--- config.mk ---
export PLATFORM = sky130hd
export DESIGN_NAME = prog_clk_divider_flat
export DESIGN_NICKNAME = d
export VERILOG_FILES = /design/src/rtl/prog_clk_divider_pkg.sv /design/src/rtl/prog_clk_divider_if.sv /design/src/rtl/prog_clk_divider_channel.sv /design/src/rtl/prog_clk_divider.sv /design/src/flat_wrapper.sv
export SDC_FILE = /design/constraint.sdc
export NUM_CORES = 1
export LEC_CHECK = 0
export CAP_MARGIN = 40
export CORE_MARGIN = 3
export CORE_UTILIZATION = 56
export DETAILED_ROUTE_END_ITERATION = 10
export PLACE_DENSITY = 0.77
export SETUP_SLACK_MARGIN = 0.05
export SLEW_MARGIN = 15
export SYNTH_ARGS = -nofsm -noshare
export SYNTH_HDL_FRONTEND = slang
export SYNTH_SLANG_ARGS = --single-unit
--- constraint.sdc ---
create_clock -name clk -period 2.6 [get_ports clk]
set_clock_uncertainty 0.05 [all_clocks]
set_input_delay 0.52 -clock clk [delete_from_list [all_inputs] [get_ports clk]]
set_output_delay 0.52 -clock clk [all_outputs]
set_load 0.02 [all_outputs]
--- src/rtl/prog_clk_divider_pkg.sv ---
`timescale 1ps/1ps
// Shared constants and types for the programmable multi-channel clock divider.
package prog_clk_div_pkg;

  localparam int unsigned MIN_DIV   = 2;
  // Widest ratio the config request type can carry; DIV_W must not exceed it.
  localparam int unsigned MAX_DIV_W = 16;

  typedef struct packed {
    logic [MAX_DIV_W-1:0] div;
    logic                 en;
  } ch_cfg_t;

  function automatic int unsigned CH_IDX_W(input int unsigned n);
    return (n > 1) ? $clog2(n) : 1;
  endfunction

endpackage

--- src/rtl/prog_clk_divider_if.sv ---
`timescale 1ps/1ps
// Valid/ready configuration port of the programmable clock divider.
interface prog_clk_divider_if
  import prog_clk_div_pkg::*;
#(
  parameter int unsigned NUM_CH = 4,
  parameter int unsigned DIV_W  = 8
) ();

  localparam int unsigned CH_W = CH_IDX_W(NUM_CH);

  logic             cfg_valid;
  logic             cfg_ready;
  logic [CH_W-1:0]  cfg_ch;
  logic [DIV_W-1:0] cfg_div;
  logic             cfg_en;
  logic             cfg_err;

  modport master (
    output cfg_valid,
    output cfg_ch,
    output cfg_div,
    output cfg_en,
    input  cfg_ready,
    input  cfg_err
  );

  modport slave (
    input  cfg_valid,
    input  cfg_ch,
    input  cfg_div,
    input  cfg_en,
    output cfg_ready,
    output cfg_err
  );

endinterface

--- src/rtl/prog_clk_divider_channel.sv ---
`timescale 1ps/1ps
// One 50%-duty divider channel: posedge counter/phase flop, negedge copy for odd
// ratios, and a shadow config that is applied only at the period boundary.
module clk_div_channel #(
  parameter int unsigned DIV_W       = 8,
  parameter int unsigned DEFAULT_DIV = 4
) (
  input  logic             clk,
  input  logic             reset,
  input  logic             i_wr,
  input  logic [DIV_W-1:0] i_wr_div,
  input  logic             i_wr_en,
  output logic             o_pending,
  output logic             o_div_out,
  output logic             o_active
);

  logic [DIV_W-1:0] r_cnt;
  logic [DIV_W-1:0] r_div;
  logic             r_en;
  logic             r_p;
  logic             r_n;
  logic [DIV_W-1:0] r_sh_div;
  logic             r_sh_en;
  logic             r_pending;

  logic [DIV_W:0]   w_half;
  logic             w_last;
  logic             w_apply;
  logic             w_p_d;

  always_comb begin
    // One extra bit so (N+1) cannot wrap at the largest legal ratio.
    w_half  = ({1'b0, r_div} + (DIV_W+1)'(1)) >> 1;
    w_last  = (r_cnt == r_div - DIV_W'(1));
    w_apply = r_pending & (w_last | ~r_en);
    w_p_d   = r_en & ({1'b0, r_cnt} < w_half);
  end

  always_ff @(posedge clk or negedge reset) begin
    if (!reset) begin
      r_cnt     <= '0;
      r_div     <= DIV_W'(DEFAULT_DIV);
      r_en      <= 1'b1;
      r_p       <= 1'b0;
      r_sh_div  <= DIV_W'(DEFAULT_DIV);
      r_sh_en   <= 1'b1;
      r_pending <= 1'b0;
    end else begin
      r_p <= w_p_d;
      if (w_apply) begin
        r_cnt     <= '0;
        r_div     <= r_sh_div;
        r_en      <= r_sh_en;
        r_pending <= 1'b0;
      end else begin
        r_cnt <= w_last ? '0 : r_cnt + DIV_W'(1);
        // Writes are only offered while nothing is pending, so they never race an apply.
        if (i_wr) begin
          r_sh_div  <= i_wr_div;
          r_sh_en   <= i_wr_en;
          r_pending <= 1'b1;
        end
      end
    end
  end

  always_ff @(negedge clk or negedge reset) begin
    if (!reset) begin
      r_n <= 1'b0;
    end else begin
      r_n <= r_p;
    end
  end

  // p and n change on opposite edges, so the odd-ratio AND cannot glitch.
  assign o_div_out = r_div[0] ? (r_p & r_n) : r_p;
  assign o_active  = r_en;
  assign o_pending = r_pending;

endmodule

--- src/rtl/prog_clk_divider.sv ---
`timescale 1ps/1ps
// Multi-channel programmable clock divider: config decode, ready mux and error
// pulse around NUM_CH independent divider channels.
module prog_clk_divider
  import prog_clk_div_pkg::*;
#(
  parameter int unsigned NUM_CH      = 4,
  parameter int unsigned DIV_W       = 8,
  parameter int unsigned DEFAULT_DIV = 4
) (
  input  logic                clk,
  input  logic                reset,
  prog_clk_divider_if.slave   cfg,
  output logic [NUM_CH-1:0]   div_out,
  output logic [NUM_CH-1:0]   active
);

  localparam int unsigned CH_W = CH_IDX_W(NUM_CH);
  localparam int unsigned NPAD = 1 << CH_W;

  ch_cfg_t           w_req;
  logic              w_xfer;
  logic              w_bad;
  logic [NUM_CH-1:0] w_pending;
  logic [NUM_CH-1:0] w_wr;
  logic [NPAD-1:0]   w_pend_pad;
  logic              r_err;

  // Channel indices beyond NUM_CH look permanently busy, so they are never accepted.
  for (genvar i = 0; i < NPAD; i++) begin : g_pad
    if (i < NUM_CH) begin : g_real
      assign w_pend_pad[i] = w_pending[i];
    end else begin : g_none
      assign w_pend_pad[i] = 1'b1;
    end
  end

  always_comb begin
    w_req.div = MAX_DIV_W'(cfg.cfg_div);
    w_req.en  = cfg.cfg_en;
    w_xfer    = cfg.cfg_valid & ~w_pend_pad[cfg.cfg_ch];
    w_bad     = w_req.div < MAX_DIV_W'(MIN_DIV);
  end

  assign cfg.cfg_ready = ~w_pend_pad[cfg.cfg_ch];
  assign cfg.cfg_err   = r_err;

  always_ff @(posedge clk or negedge reset) begin
    if (!reset) begin
      r_err <= 1'b0;
    end else begin
      r_err <= w_xfer & w_bad;
    end
  end

  for (genvar i = 0; i < NUM_CH; i++) begin : g_ch
    assign w_wr[i] = w_xfer & ~w_bad & (cfg.cfg_ch == CH_W'(i));

    clk_div_channel #(
      .DIV_W       (DIV_W),
      .DEFAULT_DIV (DEFAULT_DIV)
    ) u_ch (
      .clk       (clk),
      .reset     (reset),
      .i_wr      (w_wr[i]),
      .i_wr_div  (w_req.div[DIV_W-1:0]),
      .i_wr_en   (w_req.en),
      .o_pending (w_pending[i]),
      .o_div_out (div_out[i]),
      .o_active  (active[i])
    );
  end

endmodule

--- src/flat_wrapper.sv ---
// flat-port wrapper written by rule: the top's interface ports become plain ports
module prog_clk_divider_flat import prog_clk_div_pkg::*;
#(
  parameter int unsigned NUM_CH      = 4,
  parameter int unsigned DIV_W       = 8,
  parameter int unsigned DEFAULT_DIV = 4
)
  (clk, reset, div_out, active, cfg_cfg_valid, cfg_cfg_ch, cfg_cfg_div, cfg_cfg_en, cfg_cfg_ready, cfg_cfg_err);
  prog_clk_divider_if #(.NUM_CH(NUM_CH), .DIV_W(DIV_W)) cfg_i ();
  input  logic clk;
  input  logic reset;
  output logic [NUM_CH-1:0] div_out;
  output logic [NUM_CH-1:0] active;
  input wire logic [$bits(cfg_i.cfg_valid)-1:0] cfg_cfg_valid;
  input wire logic [$bits(cfg_i.cfg_ch)-1:0] cfg_cfg_ch;
  input wire logic [$bits(cfg_i.cfg_div)-1:0] cfg_cfg_div;
  input wire logic [$bits(cfg_i.cfg_en)-1:0] cfg_cfg_en;
  output wire logic [$bits(cfg_i.cfg_ready)-1:0] cfg_cfg_ready;
  output wire logic [$bits(cfg_i.cfg_err)-1:0] cfg_cfg_err;
  assign cfg_i.cfg_valid = cfg_cfg_valid;
  assign cfg_i.cfg_ch = cfg_cfg_ch;
  assign cfg_i.cfg_div = cfg_cfg_div;
  assign cfg_i.cfg_en = cfg_cfg_en;
  assign cfg_cfg_ready = cfg_i.cfg_ready;
  assign cfg_cfg_err = cfg_i.cfg_err;
  prog_clk_divider #(.NUM_CH(NUM_CH), .DIV_W(DIV_W), .DEFAULT_DIV(DEFAULT_DIV)) u_core (.clk(clk), .reset(reset), .cfg(cfg_i), .div_out(div_out), .active(active));
endmodule
# Yosys cells after proc, flatten, opt, wreduce, memory -nomap -nowiden
# Cells that the tools add are included.
[totals]
inputBits = 14
reg_bits = 117
elab_cells = 122
[classes]
n_addsub = 12
mux = 22
bitwise = 33
magnitude_cmp = 6
eq_ne = 7
reduce_logical = 9
[op_table]
columns = ["operator", "count"]
rows = [
  ["two-way mux 8 bit", 8],
  ["adder 8 x 1 -> 9 bit (second input constant)", 4],
  ["adder 8 x 1 -> 8 bit (second input constant)", 4],
  ["equality test 8 bit", 4],
  ["< comparator 8 bit", 4],
  ["subtractor 8 x 1 -> 8 bit (second input constant)", 4],
  ["AND 1 bit", 19],
  ["two-way mux 1 bit", 13],
  ["inverter 1 bit", 10],
  ["< comparator 8 x 2 -> 1 bit (second input constant)", 1],
  ["AND reduction 2 bit", 4],
  ["nonzero test 2 bit", 4],
  ["equality test 2 bit (second input constant)", 2],
  ["bitwise OR 1 bit", 4],
  ["< comparator 2 x 3 -> 1 bit (second input constant)", 1],
  ["binary-select mux 1 bit (select 2 bit)", 1],
  ["equality test 2 x 1 -> 1 bit (second input constant)", 1],
  ["zero test 2 bit", 1],
]

# Longest topological paths before layout
[logic_depth]
word_depth = 8
mapped_depth = 10

# Hierarchy
# Synthesis repeated with hierarchy kept, for this count alone.
[hier_totals]
cells_unflattened = 602
area_unflattened_um2 = 6995.5
[modules_own_cells]
columns = ["mod", "n_inst", "seq_area_each_um2", "area_each_um2", "cells_each"]
rows = [
  ["clk_div_channel", 4, 730.7, 1711.6, 147],
  ["prog_clk_divider", 1, 25.0, 148.9, 14],
]

==> results by group <==
Routing
  • Via density: 6.099
  • Vias: 5739
  • Routed wire per std cell: 18.05 um
  • DRT Pass-1 Iters: 5
  • 1st-iter DRT viols: 484
  • Routed Antenna Nets: 0
  • Routed wire length: 16990 um
  • Drt drc: 0

Worst setup path
  • Critical path class: reg2out
  • CP max stage delay: 320 ps
  • Slowest CP cell: dfrtn_1
  • Crit-path max FO: 1
  • CP cell instances: o21a_1 -> buf_6
  • Crit path max-delay family: flip-flops
  • Critical Path AT: 2320 ps
  • Type of destination of the critical path: primary output
  • Critical Path Source Type: flip-flop
  • Reg2Reg Depth: 7
  • Levels on crit path: 2
  • Worst path bufs/invs: 1
  • Worst EP required: 2030 ps

Global routing
  • Total Routing Usage GR: 24.53%
  • Initial antenna violation count: 0
  • First-pass GRT wire length: 28430 um
  • Largest net degree at the start of global routing: 71
  • Overflow after GRT: 0
  • Vias in the first global route: 5795

Status
  • Failing checks: negative setup slack
  • Status: finished with violations

Place
  • HPWL after DPL: 11560 um
  • Port Buffers: 23
  • Global placement routability congestion: 0.8376
  • Placed cells: 905

Floorplanning
  • Io pins: 24
  • Die Span Y: 120.0 um
  • Die area: 0.01440 mm2
  • Core Area: 0.01267 mm2
  • Width of the die: 120.0 um
  • Row cnt: 41
  • Initial Util: 57.45%

Synth
  • Yosys top cell area share: 33.34%
  • Mapped Avg Cell Area: 10.03 um2
  • Seq/Total Area, Yosys: 40.50%
  • Unique masters post-synth: 60
  • Post-synth ARST share: 100.0%
  • Net count after synthesis: 780
  • Cell Area, Synth: 0.007279 mm2
  • Synth Instances: 726
  • Warnings from Yosys: 0
  • Synth top area cells: dfrtp_1 33%, ha_1 6.9%, xor2_1 6.1%
  • Synth area leader: dfrtp_1
  • Number of synthesized flops with an enable pin: 0
  • Post-synth top flop: dfrtp_1
  • Flops & latches, synth: 117

Layout
  • Post-Route Utilization: 67.15%
  • N_diodes: 0
  • FILL cells: 927
  • Layout cell share with drive strength beyond 1: 20.03%
  • Area Overhead vs Synth: 16.88%
  • Layout Cells excl Fill: 941
  • Nets: 810

Clock network
  • Root Driver: clkbuf_16
  • Clk buf depth: 2
  • H-tree Lvls: 4
  • CTS Buf Count: 17
  • Worst-path clk slew: 60 ps
  • CTS tree: done
  • CTS Sinks: 117
  • Worst skew pair latency: 410 ps

Timing
  • Setup violations, final: 4
  • Slew headroom: 55.85%
  • Final Max Tran Viols: 0
  • Hold Vio Cnt, Final: 0
  • Unrepaired setup endpoints after global routing: yes
  • Worst slew pin tran: 660.9 ps
  • WHS: 435.8 ps
  • Setup slack after layout: -291.8 ps

Min path
  • Hold path depth: 1
  • Type of the tightest min-delay check: reg2reg

Pwr
  • Worst VDD drop: 0.5608 mV
  • Leakage power: 3.673 nW
  • Pwr dens: 1098 mW/mm2

Flow run
  • Max Cap Viol: 0
-- cells in the mapped netlist, types with 16 or more instances --
cell type and number:
dfrtp_1 97, nand2_1 59, xor2_1 51, nor2_1 43, xnor2_1 43, ha_1 40
nand3_1 40, mux2_2 32, clkbuf_1 30, o211ai_1 20, and3_1 17, dfstp_2 16
inv_1 16
-- worst reg2reg max path, cell delays in order, from the launching register on --
cell,delay [ps]
dfrtp_1,470
inv_1,110
ha_2,240
nand2_1,80
or4_1,470
a211oi_4,290
a31o_4,250
mux2_2,350
-- metrics by stage --
step	cell area, um2	TNS, ps	total power, mW	worst slack [ps]
2_1_floorplan	7279	0	5.782	85.54
3_3_place_gp	7750	-8038	6.448	-331.4
3_5_place_dp	7750	-10450	6.670	-349.7
4_1_cts	8404	-1182	9.281	-302.0
5_1_grt	8508	-1270	9.934	-320.0
6_report	8508	-1139	9.339	-291.8
-- metal layers --
layer	global-route usage [%]	wire, um	vias up
li1	-	-	2656
met5	0	0	-
met3	4.383	763	37
met1	32.69	7492	2879
met2	40.29	8404	167
met4	8.876	327	0
-- registers in the layout, indices dropped and copies added (netlist names) --
signal	count
u_core.g_ch.u_ch.r_n	4
u_core.g_ch.u_ch.r_sh_div	32
u_core.g_ch.u_ch.o_active	4
u_core.g_ch.u_ch.o_pending	4
u_core.g_ch.u_ch.r_sh_en	4
u_core.g_ch.u_ch.r_div	32
u_core.cfg.cfg_err	1
u_core.g_ch.u_ch.r_p	4
u_core.g_ch.u_ch.r_cnt	32
-- cells by family after synthesis --
kind of cell    share of synthesized area, %
flops                                  40.50
fa+ha+maj                              6.875
simple gates                           17.88
buf+inv                                4.486
mux                                    6.497
compound gates                         12.46
xor+xnor                               11.31
-- cell usage in the layout, fill, tap and decap left out, types with 13 or more instances in the layout --
master           Yosys  routed
and3_1              17      16
nor2_1              43      43
o211ai_1            20      20
nor3_1              13      13
mux2_2              32      32
nor2b_1             14      14
inv_1               16      16
dfrtp_1             97      96
xor2_1              51      51
dfstp_2             16      16
nand3_1             40      40
ha_1                40      39
clkdlybuf4s50_1      0      17
buf_4                9      35
xnor2_1             43      43
nand2_1             59      59
a21o_1              15      13
clkbuf_16            0      17
-- worst paths after layout --
kind	from	to	slack, ps
setup / recovery	u_core.g_ch[3].u_ch.r_n$_DFF_NN0_	div_out[3]	-290
hold / removal	u_core.g_ch[2].u_ch.r_sh_div[3]$_DFFE_PN0P_	u_core.g_ch[2].u_ch.r_div[3]$_DFFE_PN0P_	440
setup reg to reg	u_core.g_ch[0].u_ch.r_div[1]$_DFFE_PN0P_	u_core.g_ch[0].u_ch.r_div[1]$_DFFE_PN0P_	170
hold reg to reg	u_core.g_ch[2].u_ch.r_sh_div[3]$_DFFE_PN0P_	u_core.g_ch[2].u_ch.r_div[3]$_DFFE_PN0P_	440
max in group asynchronous	reset	u_core.g_ch[0].u_ch.r_n$_DFF_NN0_	630
min in group asynchronous	reset	u_core.g_ch[0].u_ch.r_cnt[2]$_DFF_PN0_	450
-- area by class of cell --
cell class,count,area [um2],area share (%)
Clock buffer,18,439.2,5.162
Tap cell,172,215.2,2.529
Sequential cell,117,2949,34.66
Timing Repair Buffer,62,576.8,6.779
Multi-Input combinational cell,542,4066,47.79
Inverter,16,60.06,0.7059
Clock inverter,14,201.4,2.368
-- power by group --
group,internal [mW],switching (mW),total [mW]
Clock,1.64,0.882,2.52
Sequential,2.59,0.933,3.52
Combinational,1.67,1.63,3.30
-- what timing repair did --
item | 4_1_cts | 5_1_grt
endpoints found under the setup margin | 5 | 56
hold endpoints to repair | 4 | 0
resized for setup | 25 | 15
hold buffers | 1 | 0
buffers inserted | 0 | 2
pin swaps | 0 | 6
Power figures use the tool's default switching activity.
